--- config.mk ---
export PLATFORM = sky130hd
export DESIGN_NAME = wb_seq_master
export DESIGN_NICKNAME = d
export VERILOG_FILES = /design/src/rtl/wb_seq_pkg.sv /design/src/rtl/wb_seq_timer.sv /design/src/rtl/wb_seq_master.sv
export SDC_FILE = /design/constraint.sdc
export NUM_CORES = 1
export LEC_CHECK = 0
export BUFFER_PORTS_ARGS = -buffer_cell sky130_fd_sc_hd__buf_4
export CORE_AREA = 2 2 62 64
export DETAILED_ROUTE_END_ITERATION = 12
export DIE_AREA = 0 0 64 66
export PLACE_DENSITY = 0.88
export SLEW_MARGIN = 20
export SYNTH_ARGS = -nofsm -noshare
export SYNTH_HDL_FRONTEND = slang
export SYNTH_SLANG_ARGS = --single-unit
export TNS_END_PERCENT = 1
--- constraint.sdc ---
create_clock -name clk -period 2.75 [get_ports clk]
set_input_delay 0.4125 -clock clk [delete_from_list [all_inputs] [get_ports clk]]
set_output_delay 0.4125 -clock clk [all_outputs]
set_load 0.03 [all_outputs]
--- src/rtl/wb_seq_pkg.sv ---
// Shared types for the Wishbone trigger sequencer (wb_seq_master and its timer).
package wb_seq_pkg;

  typedef enum logic [2:0] {
    IDLE    = 3'd0,
    WR_REQ  = 3'd1,
    WR_WAIT = 3'd2,
    RD_REQ  = 3'd3,
    RD_WAIT = 3'd4,
    GAP     = 3'd5
  } seq_state_t;

  localparam int STATUS_BITS = 4;

  typedef logic [31:0] wb_word_t;

endpackage

--- src/rtl/wb_seq_timer.sv ---
// Clearable up-counter; tc_o fires on a counting cycle whose count equals limit_i.
module wb_seq_timer
  import wb_seq_pkg::*;
#(
  parameter int W = 5
) (
  input  logic         clk_i,
  input  logic         rst_i,
  input  logic         clr_i,
  input  logic         en_i,
  input  logic [W-1:0] limit_i,
  output logic         tc_o
);

  logic [W-1:0] cnt_q, cnt_d;

  always_comb begin
    cnt_d = cnt_q;
    if (clr_i) begin
      cnt_d = '0;
    end else if (en_i) begin
      cnt_d = cnt_q + 1'b1;
    end
  end

  always_ff @(posedge clk_i) begin
    if (rst_i) begin
      cnt_q <= '0;
    end else begin
      cnt_q <= cnt_d;
    end
  end

  assign tc_o = en_i && (cnt_q == limit_i);

endmodule

--- src/rtl/wb_seq_master.sv ---
// Single-outstanding pipelined Wishbone master turning trigger pulses into control writes.
// Define SEQ_POLL_EN to poll the slave status word until idle before the next write.
module wb_seq_master
  import wb_seq_pkg::*;
#(
  parameter wb_word_t TARGET_ADDR = 32'h0000_0000,
  parameter wb_word_t WRITE_DATA  = 32'h0000_0001,
  parameter int       MAX_PENDING = 7,
  parameter int       ACK_TIMEOUT = 16,
  parameter int       POLL_GAP    = 4
) (
  input  logic                               clk,
  input  logic                               rst,
  input  logic                               trigger,
  output logic [$clog2(MAX_PENDING+1)-1:0]   pending,
  output logic                               done,
  output logic                               err,
  output logic                               ovf,
  output wb_word_t                           wb_addr,
  output wb_word_t                           wb_data_w,
  input  wb_word_t                           wb_data_r,
  output logic                               wb_we,
  output logic                               wb_stb,
  output logic                               wb_cyc,
  input  logic                               wb_ack,
  input  logic                               wb_stall,
  output logic [2:0]                         state_dbg
);

  localparam int PW   = $clog2(MAX_PENDING + 1);
  localparam int TMAX = (ACK_TIMEOUT > POLL_GAP) ? ACK_TIMEOUT : POLL_GAP;
  localparam int TW   = $clog2(TMAX + 1);
  localparam logic [PW-1:0] PEND_MAX = PW'(MAX_PENDING);

  seq_state_t    state_q, state_d;
  logic          cyc_q, cyc_d, stb_q, stb_d, we_q, we_d;
  logic          done_q, done_d, err_q, err_d, ovf_q, ovf_d;
  logic [PW-1:0] pend_q, pend_d;
  logic          abort, retire;
  logic          tmr_clr, tmr_en, tmr_tc;
  logic [TW-1:0] tmr_limit;
  logic          unused_rdata;

  // Handshake: stb is valid, !wb_stall is ready; a transfer is accepted on an
  // edge where stb && !wb_stall, and its single ack arrives in a later cycle.
  always_comb begin
    state_d = state_q;
    cyc_d   = cyc_q;
    stb_d   = stb_q;
    we_d    = we_q;
    done_d  = 1'b0;
    err_d   = err_q;
    ovf_d   = ovf_q;
    pend_d  = pend_q;
    abort   = 1'b0;
    retire  = 1'b0;
    case (state_q)
      IDLE: begin
        if (pend_q != '0) begin
          state_d = WR_REQ;
          cyc_d   = 1'b1;
          stb_d   = 1'b1;
          we_d    = 1'b1;
        end
      end
      WR_REQ: begin
        if (tmr_tc) begin
          abort = 1'b1;
        end else if (!wb_stall) begin
          state_d = WR_WAIT;
          stb_d   = 1'b0;
          we_d    = 1'b0;
        end
      end
      WR_WAIT: begin
        if (wb_ack) begin
          cyc_d = 1'b0;
`ifdef SEQ_POLL_EN
          state_d = RD_REQ;
`else
          state_d = IDLE;
          done_d  = 1'b1;
          retire  = 1'b1;
`endif
        end else if (tmr_tc) begin
          abort = 1'b1;
        end
      end
`ifdef SEQ_POLL_EN
      RD_REQ: begin
        // Entered with cyc low after a write so the bus idles one cycle first.
        if (!cyc_q) begin
          cyc_d = 1'b1;
          stb_d = 1'b1;
        end else if (tmr_tc) begin
          abort = 1'b1;
        end else if (!wb_stall) begin
          state_d = RD_WAIT;
          stb_d   = 1'b0;
        end
      end
      RD_WAIT: begin
        if (wb_ack) begin
          cyc_d = 1'b0;
          if (wb_data_r[STATUS_BITS-1:0] == '0) begin
            state_d = IDLE;
            done_d  = 1'b1;
            retire  = 1'b1;
          end else begin
            state_d = GAP;
          end
        end else if (tmr_tc) begin
          abort = 1'b1;
        end
      end
      GAP: begin
        if (tmr_tc) begin
          state_d = RD_REQ;
          cyc_d   = 1'b1;
          stb_d   = 1'b1;
        end
      end
`endif
      default: begin
        state_d = IDLE;
        cyc_d   = 1'b0;
        stb_d   = 1'b0;
        we_d    = 1'b0;
      end
    endcase

    if (abort) begin
      state_d = IDLE;
      cyc_d   = 1'b0;
      stb_d   = 1'b0;
      we_d    = 1'b0;
      err_d   = 1'b1;
      retire  = 1'b1;
    end

    // A trigger coinciding with a retirement cancels out, even when full.
    if (trigger && !retire) begin
      if (pend_q == PEND_MAX) begin
        ovf_d = 1'b1;
      end else begin
        pend_d = pend_q + 1'b1;
      end
    end else if (retire && !trigger) begin
      pend_d = pend_q - 1'b1;
    end
  end

  always_ff @(posedge clk) begin
    if (rst) begin
      state_q <= IDLE;
      cyc_q   <= 1'b0;
      stb_q   <= 1'b0;
      we_q    <= 1'b0;
      done_q  <= 1'b0;
      err_q   <= 1'b0;
      ovf_q   <= 1'b0;
      pend_q  <= '0;
    end else begin
      state_q <= state_d;
      cyc_q   <= cyc_d;
      stb_q   <= stb_d;
      we_q    <= we_d;
      done_q  <= done_d;
      err_q   <= err_d;
      ovf_q   <= ovf_d;
      pend_q  <= pend_d;
    end
  end

  // One timer serves both the ack timeout (counted only while cyc is high) and GAP.
  assign tmr_clr   = (state_d != state_q) && (state_d inside {WR_REQ, RD_REQ, GAP});
  assign tmr_en    = cyc_q || (state_q == GAP);
  assign tmr_limit = (state_q == GAP) ? TW'(POLL_GAP - 1) : TW'(ACK_TIMEOUT - 1);

  wb_seq_timer #(.W(TW)) u_timer (
    .clk_i   (clk),
    .rst_i   (rst),
    .clr_i   (tmr_clr),
    .en_i    (tmr_en),
    .limit_i (tmr_limit),
    .tc_o    (tmr_tc)
  );

  assign unused_rdata = ^wb_data_r;

  assign pending   = pend_q;
  assign done      = done_q;
  assign err       = err_q;
  assign ovf       = ovf_q;
  assign wb_addr   = TARGET_ADDR;
  assign wb_data_w = WRITE_DATA;
  assign wb_we     = we_q;
  assign wb_stb    = stb_q;
  assign wb_cyc    = cyc_q;
  assign state_dbg = state_q;

endmodule

==> flow_summary_export.csv <==
group,metric,value,unit
floorplan,die_w,64,um
pwr,pwr-share-comb,32.3,%
critical_path,crit_slowest_cell,"dfxtp_1",
timing,setup_viol,0,
synth,syn_area,1318,um^2
pwr,cellPowerDensity,489.2,nW/um^2
critical_path,crit_required,2950,ps
finish,areaGrowthSynthToFinish,-3.324,%
timing,fin_skew,10.91,ps
critical_path,critPathKind,"reg -> reg",
synth,netlist_instances,151,
drt,drtIter0Drc,31,
pwr,total_power,0.0006231,W
pwr,ir_drop,0.2364,mV
critical_path,worstPathMaxFanout,9,
floorplan,start_util,37.10,%
placed_design,gp_congestion,0.7511,
drt,dr.pass1.iters,4,
synth,synth_edf_count,0,
cts,post_cts_buffers,0,
pwr,p_seq_share,41.4,%
timing,finalHoldViolCount,0,
pwr,power.leakage,0.6100,nW
cts,htree_num_levels,1,
synth,avgSynthCellArea,8.725,um^2
critical_path,reg2reg_depth,8,
cts,clock_sinks,16,
pwr,clkPwrFrac,26.3,%
grt,grt_pass1_wl,2994,um
synth,yosys-top-cells-area,"buf_4 (37%), dfxtp_1 (24%), nor2_1 (3.4%)",
cts,cts_root_buf,"clkbuf_4",
floorplan,coreArea,3551,um^2
grt,grt_pass1_vias,678,
finish,antenna_cells,0,
drt,ant_nets,0,
cts,cts_hold_buf,0,
synth,ys_warn_count,0,
critical_path,critPathLaunchType,"flop",
synth,post-synth-top-count-cell,"buf_4",
grt,grt_use_met3,4.259,%
grt,met1_usage,9.617,%
critical_path,crit_chain,"nand2b_4 -> a2111oi_4 -> nor2_4 -> nand2_1 -> fa_1 -> and3_1 -> mux2i_1 -> mux2_1",
finish,nets,207,
timing,fmax,435.4,MHz
drt,wl_per_cell,9.149,um
placed_design,place_hpwl,1568,um
drt,vias,828,
timing,period_share,83.51,%
cts,cts_tree,"built",
drt,drc,0,
synth,yosysTopAreaCell,"buf_4",
synth,synth_seq_cells,16,
cts,clk_pin_slew,110,ps
flow_run,max_cap_violations,0,
synth,yosys_most_used_dff,"dfxtp_1",
pwr,p_int,0.0003595,W
grt,grt_usage,8.907,%
timing,rsz0062_at_grt,"false",
synth,yosysSeqAreaShare,24.31,%
floorplan,io_pins,113,
worst_hold_path,hp-class,"in -> reg",
status,status,"finished clean",
cts,cts_resized,0,
pwr,p_sw_share,42.30,%
cts,cts_buffers,3,
grt,overflow,0,
timing,tns,0,ps
timing,min_period,2296,ps
synth,synthTopCellsByCount,"buf_4 (65), dfxtp_1 (16), nor2_1 (12), nand2b_1 (5), o21ai_0 (4)",
synth,synth_top_area_share,37.04,%
drt,viasPerCell,3.851,
critical_path,end_kind,"flop",
cts,clock_latency,300,ps
timing,tightest_slew,557.3,ps
drt,wl,1967,um
grt,grt_start_max_net_pins,13,
placed_design,port_buffers,16,
grt,grt_antenna_before_repair,0,
grt,top_usage_layer,"met2",
floorplan,die_area,4224,um^2
floorplan,rows,22,
cts,cts_buffer_depth,2,
floorplan,die_h,66,um
critical_path,crit_arrival,2500,ps
synth,ys_types,38,
grt,met2_usage,16.28,%
worst_hold_path,min_path_cells,2,
pwr,power_switching,0.0002636,W
timing,slew_headroom,62.50,%
synth,async_flop_share,0,%
finish,drive_gt1_share,16.77,%
critical_path,slowest_delay,550,ps
finish,num-fill-cells,395,
timing,drv_slew,0,
## layer usage
layer / up-vias / wire [um]
li1: 405 / -
met1: 376 / 741
met2: 47 / 997
met3: 0 / 227
met4: 0 / 0
met5: - / 0
## worst max-delay path: cells and delay by family (launching register included)
kind	cells	cell delay (ps)
simple gates	4	700
flops	1	550
mux	2	480
fa+ha+maj	1	370
compound gates	1	90
## path summary, 6_finish.rpt
kind                                start                      end  slack, ps
hold reg to reg          err$_SDFFE_PP0P_         err$_SDFFE_PP0P_        480
hold / removal                        rst         ovf$_SDFFE_PP0P_        350
setup / recovery  state_dbg[0]$_SDFF_PP0_  pending[2]$_SDFFE_PP0P_        450
setup reg to reg  state_dbg[0]$_SDFF_PP0_  pending[2]$_SDFFE_PP0P_        450
## state kept, by name, summed over array words and instances (netlist names)
register / count
wb_we: 1
wb_cyc: 1
state_dbg: 3
err: 1
u_timer.cnt_q: 5
done: 1
pending: 3
ovf: 1
## final cells by class
cell class	instances	area (um^2)	area share (%)
multi-input cells	129	729.5	57.27
flip-flops and latches	16	320.3	25.15
repair buffers	16	120.1	9.430
well taps	48	60.06	4.715
clock buffers	4	36.28	2.849
inverters	2	7.507	0.5894
## cells in the final DEF (no fill, tap or decap), drive strengths merged, types with 2 or more instances in the layout
cell type / n
o21ai: 4
mux2: 2
nand2: 3
a31oi: 2
nand2b: 7
buf: 16
nand4: 2
conb: 65
nor2: 13
nor4: 2
nor2b: 2
clkbuf: 4
and3: 2
xor2: 3
mux2i: 4
nand3: 2
inv: 2
dfxtp: 16
## kinds of logic (layout without fill, tap and decap cells)
| logic type | Yosys count | in the layout | share of synthesized area, % |
|---|---|---|---|
| xor+xnor | 4 | 4 | 2.660 |
| simple gates | 39 | 39 | 17.66 |
| flops | 16 | 16 | 24.31 |
| other cells | 2 | 65 | 0.5700 |
| buf+inv | 69 | 22 | 38.27 |
| fa+ha+maj | 2 | 2 | 2.469 |
| mux | 6 | 6 | 5.033 |
| compound gates | 13 | 13 | 9.023 |
## metrics by stage
| stage | hold slack [ps] | cells | worst slack [ps] | utilization [%] | instance area [um^2] |
|---|---|---|---|---|---|
| 6_report | 354.6 | 215 | 453.5 | 35.87 | 1274 |
| 3_5_place_dp | 463.2 | 211 | 473.1 | 34.85 | 1237 |
| 3_3_place_gp | 457.5 | 211 | 549.0 | 34.85 | 1237 |
| 2_1_floorplan | 470.6 | 214 | 442.3 | - | 1554 |
| 5_1_grt | 369.5 | 215 | 342.4 | 35.87 | 1274 |
| 4_1_cts | 355.3 | 215 | 458.7 | 35.87 | 1274 |
## power by group through the flow
stage	Combinational, W	Clock [W]	Sequential, W
after global placement	0.000197	0	0.000262
after floorplan	0.000228	0	0.000275
after detailed placement	0.000199	0	0.000263
final	0.000201	0.000164	0.000258
after CTS	0.000200	0.000163	0.000258
after global routing	0.000215	0.000173	0.000260
(Power assumes the default switching activity.)
